<file path="src/rtl/parallel_argmax_tree.sv">
// -----------------------------------------------------------------------------
// parallel_argmax_tree
//
// Pipelined comparator tree. Each accepted cycle, one vector of LANES signed
// values is reduced to its maximum and that maximum's lane index. There is one
// register stage per tree level (INDEX_WIDTH stages in total). Every stage also
// carries valid, last and chunk sidebands. Results feed a serial argmax
// accumulator that combines per-chunk results into a frame-level argmax.
//
// Ports
//   clk         clock; all state updates on the rising edge
//   rst         synchronous active-high reset; overrides hold
//   hold        1 = freeze the whole pipeline, including the chunk counter
//   in_valid    in_data carries a vector this cycle (ignored while hold=1)
//   in_last     vector is the final chunk of its frame (qualified by in_valid)
//   in_data     packed signed lanes; lane i at [i*WIDTH +: WIDTH]
//   out_valid   out_max / out_argmax / out_chunk are valid
//   out_last    result belongs to the final chunk of a frame
//   out_max     signed maximum over the lanes
//   out_argmax  lane index of out_max (lowest index on ties)
//   out_chunk   chunk number of this result within its frame
// -----------------------------------------------------------------------------
module parallel_argmax_tree #(
  parameter int WIDTH       = 8,
  parameter int LANES       = 16,
  parameter int INDEX_WIDTH = 4,
  parameter int CHUNK_WIDTH = 8
) (
  input  logic                     clk,
  input  logic                     rst,
  input  logic                     hold,
  input  logic                     in_valid,
  input  logic                     in_last,
  input  logic [LANES*WIDTH-1:0]   in_data,
  output logic                     out_valid,
  output logic                     out_last,
  output logic [WIDTH-1:0]         out_max,
  output logic [INDEX_WIDTH-1:0]   out_argmax,
  output logic [CHUNK_WIDTH-1:0]   out_chunk
);

  // Registered tree nodes: LANES/2 + LANES/4 + ... + 1 = LANES-1.
  localparam int NODES = LANES - 1;
  // Flat view of the whole tree: the LANES input lanes followed by the nodes.
  localparam int ALL   = 2 * LANES - 1;
  localparam logic signed [WIDTH-1:0] MIN_VAL = {1'b1, {(WIDTH-1){1'b0}}};

  // Offset of tree row s in the flat view (row 0 = input lanes,
  // row k+1 = registered level k).
  function automatic int row_base(input int s);
    return (2 * LANES) - ((2 * LANES) >> s);
  endfunction

  logic signed [WIDTH-1:0]       val_q [NODES];
  logic signed [WIDTH-1:0]       val_d [NODES];
  logic [INDEX_WIDTH-1:0]        idx_q [NODES];
  logic [INDEX_WIDTH-1:0]        idx_d [NODES];
  logic signed [WIDTH-1:0]       all_val [ALL];
  logic [INDEX_WIDTH-1:0]        all_idx [ALL];

  // Sidebands: bit/entry k belongs to tree level k.
  logic [INDEX_WIDTH-1:0]        valid_q;
  logic [INDEX_WIDTH-1:0]        last_q;
  logic [CHUNK_WIDTH-1:0]        chunk_q [INDEX_WIDTH];
  logic [CHUNK_WIDTH-1:0]        chunk_cnt_q;
  logic [CHUNK_WIDTH-1:0]        chunk_cnt_d;

  // Gather input lanes (with constant indices) and registered nodes into one
  // array so every level reads its operands the same way.
  always_comb begin
    for (int i = 0; i < LANES; i++) begin
      all_val[i] = $signed(in_data[i*WIDTH +: WIDTH]);
      all_idx[i] = INDEX_WIDTH'(i);
    end
    for (int n = 0; n < NODES; n++) begin
      all_val[LANES+n] = val_q[n];
      all_idx[LANES+n] = idx_q[n];
    end
  end

  // Comparator nodes. Operand a is the lower-index half, b the higher. Only a
  // strictly greater b wins, so ties keep the lowest lane index.
  always_comb begin
    // NOTE: every combinational output gets a default before any conditional
    // assignment, so no path leaves it unassigned and no latch is inferred.
    for (int n = 0; n < NODES; n++) begin
      val_d[n] = MIN_VAL;
      idx_d[n] = '0;
    end
    for (int k = 0; k < INDEX_WIDTH; k++) begin
      for (int j = 0; j < (LANES >> (k + 1)); j++) begin
        if (all_val[row_base(k) + 2*j + 1] > all_val[row_base(k) + 2*j]) begin
          val_d[row_base(k+1) - LANES + j] = all_val[row_base(k) + 2*j + 1];
          idx_d[row_base(k+1) - LANES + j] = all_idx[row_base(k) + 2*j + 1];
        end else begin
          val_d[row_base(k+1) - LANES + j] = all_val[row_base(k) + 2*j];
          idx_d[row_base(k+1) - LANES + j] = all_idx[row_base(k) + 2*j];
        end
      end
    end
  end

  // Chunk number attached to the vector being accepted; a last chunk restarts
  // the count for the next frame. Natural wrap at 2^CHUNK_WIDTH.
  always_comb begin
    chunk_cnt_d = chunk_cnt_q;
    if (in_valid) begin
      chunk_cnt_d = in_last ? '0 : chunk_cnt_q + 1'b1;
    end
  end

  always_ff @(posedge clk) begin
    // NOTE: the data/index node arrays are reset too, so out_max/out_argmax
    // show defined values straight after reset rather than stale data.
    if (rst) begin
      for (int n = 0; n < NODES; n++) begin
        val_q[n] <= MIN_VAL;
        idx_q[n] <= '0;
      end
      for (int k = 0; k < INDEX_WIDTH; k++) begin
        chunk_q[k] <= '0;
      end
      valid_q     <= '0;
      last_q      <= '0;
      chunk_cnt_q <= '0;
    end else if (!hold) begin
      // NOTE: non-blocking assignments let every stage sample the previous
      // stage's old value, which is what makes this a shift pipeline.
      for (int n = 0; n < NODES; n++) begin
        val_q[n] <= val_d[n];
        idx_q[n] <= idx_d[n];
      end
      valid_q[0]  <= in_valid;
      last_q[0]   <= in_valid & in_last;
      chunk_q[0]  <= chunk_cnt_q;
      for (int k = 1; k < INDEX_WIDTH; k++) begin
        valid_q[k] <= valid_q[k-1];
        last_q[k]  <= last_q[k-1];
        chunk_q[k] <= chunk_q[k-1];
      end
      chunk_cnt_q <= chunk_cnt_d;
    end
  end

  // Outputs come straight from the last level's registers.
  assign out_valid  = valid_q[INDEX_WIDTH-1];
  assign out_last   = last_q[INDEX_WIDTH-1];
  assign out_max    = val_q[NODES-1];
  assign out_argmax = idx_q[NODES-1];
  assign out_chunk  = chunk_q[INDEX_WIDTH-1];

endmodule

</file>
<file path="config.mk">
export PLATFORM = sky130hd
export DESIGN_NAME = parallel_argmax_tree
export DESIGN_NICKNAME = d
export VERILOG_FILES = /design/src/rtl/parallel_argmax_tree.sv
export SDC_FILE = /design/constraint.sdc
export NUM_CORES = 1
export LEC_CHECK = 0
export ABC_AREA = 1
export BUFFER_PORTS_ARGS = -buffer_cell sky130_fd_sc_hd__buf_4
export CAP_MARGIN = 20
export CORE_UTILIZATION = 65
export CTS_BUF_LIST = sky130_fd_sc_hd__clkbuf_4 sky130_fd_sc_hd__clkbuf_8
export CTS_CLUSTER_SIZE = 24
export DETAILED_ROUTE_END_ITERATION = 10
export GPL_TIMING_DRIVEN = 0
export PLACE_DENSITY = 0.84
export SLEW_MARGIN = 25
export SYNTH_ARGS = -nofsm -noshare
export SYNTH_HDL_FRONTEND = slang
export SYNTH_SLANG_ARGS = --single-unit
</file>
<file path="constraint.sdc">
create_clock -name clk -period 9.3 [get_ports clk]
set_clock_uncertainty 0.05 [all_clocks]
set_input_delay 1.86 -clock clk [delete_from_list [all_inputs] [get_ports clk]]
set_output_delay 1.86 -clock clk [all_outputs]
set_load 0.03 [all_outputs]
</file>
==> flow_summary.json <==
{
  "status": "complete, no violations",
  "dr.pass1.iters": 6,
  "vias": 11260,
  "yosys.area.top_type": "edfxtp_1",
  "timing.final.crit_share": 0.3692,
  "setup_viol": 0,
  "dr.first_iter.drc_count": 810,
  "internal_power_w": 0.001743,
  "overflow": 0,
  "groute.usage.overall": 0.2742,
  "cp_top_family": "buffers and inverters",
  "ant_nets": 0,
  "grt_pass1_vias": 10500,
  "cp_common_cell": "clkbuf_1",
  "final_util": 0.7693,
  "power-per-cell-area_nw_per_um2": 182.9,
  "whs_path_depth": 2,
  "fmax_ghz": 0.2912,
  "tns_ps": 0,
  "worst_pin_slew_ps": 878.7,
  "crit_fanout": 10,
  "grt_start_max_net_pins": 56,
  "hold_violations": 0,
  "hold_buffers": 0,
  "seq_area_frac_synth": 0.4367,
  "cts_resized": 0,
  "place_hpwl_um": 21450,
  "dr_wl_met2_um": 13640,
  "peakVddDrop_mv": 0.09933,
  "highest_layer": "met4",
  "num_rows": 51,
  "root_buffer": "clkbuf_8",
  "min_period_ps": 3434,
  "clk_pin_slew_ps": 100,
  "path_cells": "buf_4 -> nor2_1 -> clkbuf_1 -> clkbuf_1 -> nand3_1",
  "die_y_um": 145.0,
  "start_util": 0.6720,
  "cp_slowest_stage_delay_ps": 720,
  "dr_wl_met3_um": 1411,
  "rsz0062_at_grt": "no",
  "end_kind": "flop",
  "antenna_found_initial": 0,
  "place.gp.congestion": 0.8944,
  "cts_sinks": 199,
  "slew-limit-headroom": 0.4142,
  "finalWirelength_um": 27670,
  "n_antenna_cell": 0,
  "hp-class": "reg -> reg",
  "die_w_um": 145.0,
  "avgViaCountPerCell": 5.320,
  "worstSetupPathType": "in -> reg",
  "cts_tree": "yes",
  "crit_path_top_delay_cell": "clkbuf_1",
  "crit_arrival_ps": 3580,
  "start_kind": "input port",
  "yosysTopAreaCellShare": 0.4111,
  "sw_frac_of_total": 0.3735,
  "core-area_um2": 19780,
  "clockBufferDepth": 2,
  "postCtsSetupRepairBufs": 0,
  "drive_above_1_share": 0.1529,
  "n_fill_cell": 1402,
  "dieArea_um2": 21030,
  "r2r_start": "val_q[0][63]",
  "post_synth.cell_area_avg_um2": 7.999,
  "cts_buffers": 17,
  "ys_types": 30,
  "maxSlewViolCount": 0,
  "mostFrequentLayoutCell": "inv_1",
  "io_pins": 155,
  "cp.buffers_inverters": 3,
  "cap_violations": 0,
  "syn_inst": 1662,
  "wl_met1_um": 12030,
  "mostFrequentLayoutCells": "365 x inv_1, 316 x nand2_1, 297 x nor2_1, 182 x edfxtp_1, 162 x buf_4",
  "min_from": "chunk_cnt_q[7]",
  "fin_nets": 2092,
  "pwr-share-clk": 0.189,
  "grt_pass1_wl_um": 47280,
  "switching_power_w": 0.001040,
  "synthTopCellsByArea": "edfxtp_1 41%, ha_1 11%, inv_1 10%",
  "drcViolationCount": 0,
  "cts-htree-levels": 4,
  "ff2ff_path_depth": 8,
  "comb_power_share": 0.379,
  "ys_warn_count": 0,
  "wire_per_inst_um": 13.08,
  "holdPathEnd": "chunk_cnt_q[7]",
  "clkLatencyLatePin_ps": 480,
  "p_seq_frac": 0.433,
  "syn_to_final_growth_pct": 14.47,
  "portBuffers": 154,
  "worstReg2RegEnd": "val_q[1][31]",
  "syn_area_um2": 13290,
  "ys_seq_elements": 199,
  "syn_nets": 1916,
  "leakage_nw": 7.948,
  "crit_required_ps": 9450,
  "regToRegSetupSlack_ps": 7000
}
[per-layer routing]
| metal | GRT usage | up-vias |
|---|---|---|
| met5 | 0 | - |
| met4 | 0.08457 | 0 |
| met3 | 0.03805 | 63 |
| met2 | 0.4817 | 374 |
| met1 | 0.3495 | 5122 |
| li1 | - | 5699 |
[synth_stat cells (all sizes together)]
cell type and count:
buf 31, o21ai 5, edfxtp 182, a211oi 1
o22ai 5, ha 121, o21a 1, nand4 148
a21o 13, dfxtp 17, nand2 337, inv 367
nand3 50, xor2 1, nor3 4, a21oi 47
nor2 318, clkbuf 14
[power by group through the flow]
stage / Sequential (W) / Combinational (W) / Clock, W
6_report: 0.00120 / 0.00105 / 0.000526
4_1_cts: 0.00120 / 0.00105 / 0.000526
3_3_place_gp: 0.00123 / 0.000987 / 0
2_1_floorplan: 0.00125 / 0.000724 / 0
3_5_place_dp: 0.00122 / 0.00104 / 0
5_1_grt: 0.00122 / 0.00120 / 0.000561
[cell families (layout without fill, tap and decap cells)]
| logic type | Yosys count | in the layout | share of synthesized area |
|---|---|---|---|
| buffers and inverters | 412 | 601 | 0.1204 |
| AOI/OAI and AO/OA | 72 | 72 | 0.03097 |
| DFF | 199 | 199 | 0.4367 |
| adders and majority gates | 121 | 121 | 0.1139 |
| xor gates and xnor gates | 1 | 1 | 0.0006589 |
| and+or+nand+nor | 857 | 857 | 0.2974 |
[worst reg2reg max path: stages, from the launching register on]
cell and delay (ps):
edfxtp_1 460, ha_1 380, a21o_1 200, nor2_1 180, nand2_1 80, nand2_1 260, nand3_1 210, nand2_1 120
nand3_1 80
[area by class of cell]
| type | instances | area [um2] | area share |
|---|---|---|---|
| Inverter | 367 | 1378 | 0.09053 |
| Clock buffer | 18 | 241.5 | 0.01587 |
| Timing Repair Buffer | 157 | 1216 | 0.07992 |
| Sequential cell | 199 | 5806 | 0.3815 |
| Clock inverter | 14 | 126.4 | 0.008305 |
| Tap cell | 265 | 331.6 | 0.02179 |
| Multi-Input combinational cell | 1051 | 5896 | 0.3874 |
| Buffer | 45 | 222.7 | 0.01464 |
[stage by stage]
| step | hold slack [ps] | cells | power (W) | worst slack [ps] | cell area (um2) |
|---|---|---|---|---|---|
| floorplan | 389.2 | 1662 | 0.001976 | 2845 | 13290 |
| global placement | 403.5 | 2081 | 0.002216 | 1227 | 14780 |
| detailed placement | 407.6 | 2084 | 0.002258 | 5284 | 14850 |
| CTS | 421.8 | 2116 | 0.002776 | 5864 | 15220 |
| global route | 445.5 | 2116 | 0.002980 | 5797 | 15220 |
| finish | 421.5 | 2116 | 0.002783 | 5866 | 15220 |
[registers in the layout (all words and copies together), names as in the netlist]
register and flops:
last_q 4, val_q 120, chunk_cnt_q 8, chunk_q 32, idx_q 31, valid_q 4
[how the worst max path moves through the flow]
stage	from	endpoint	slack, ps	cells after the start
floorplan	rst	chunk_q[0][0]	2850	2
global placement	rst	val_q[0][48]	1230	3
detailed placement	hold	val_q[0][31]	5280	5
CTS	hold	val_q[0][31]	5860	5
global route	hold	val_q[1][7]	5800	5
finish	hold	val_q[0][31]	5870	5
No activity file was read; power rests on OpenSTA's default activity.
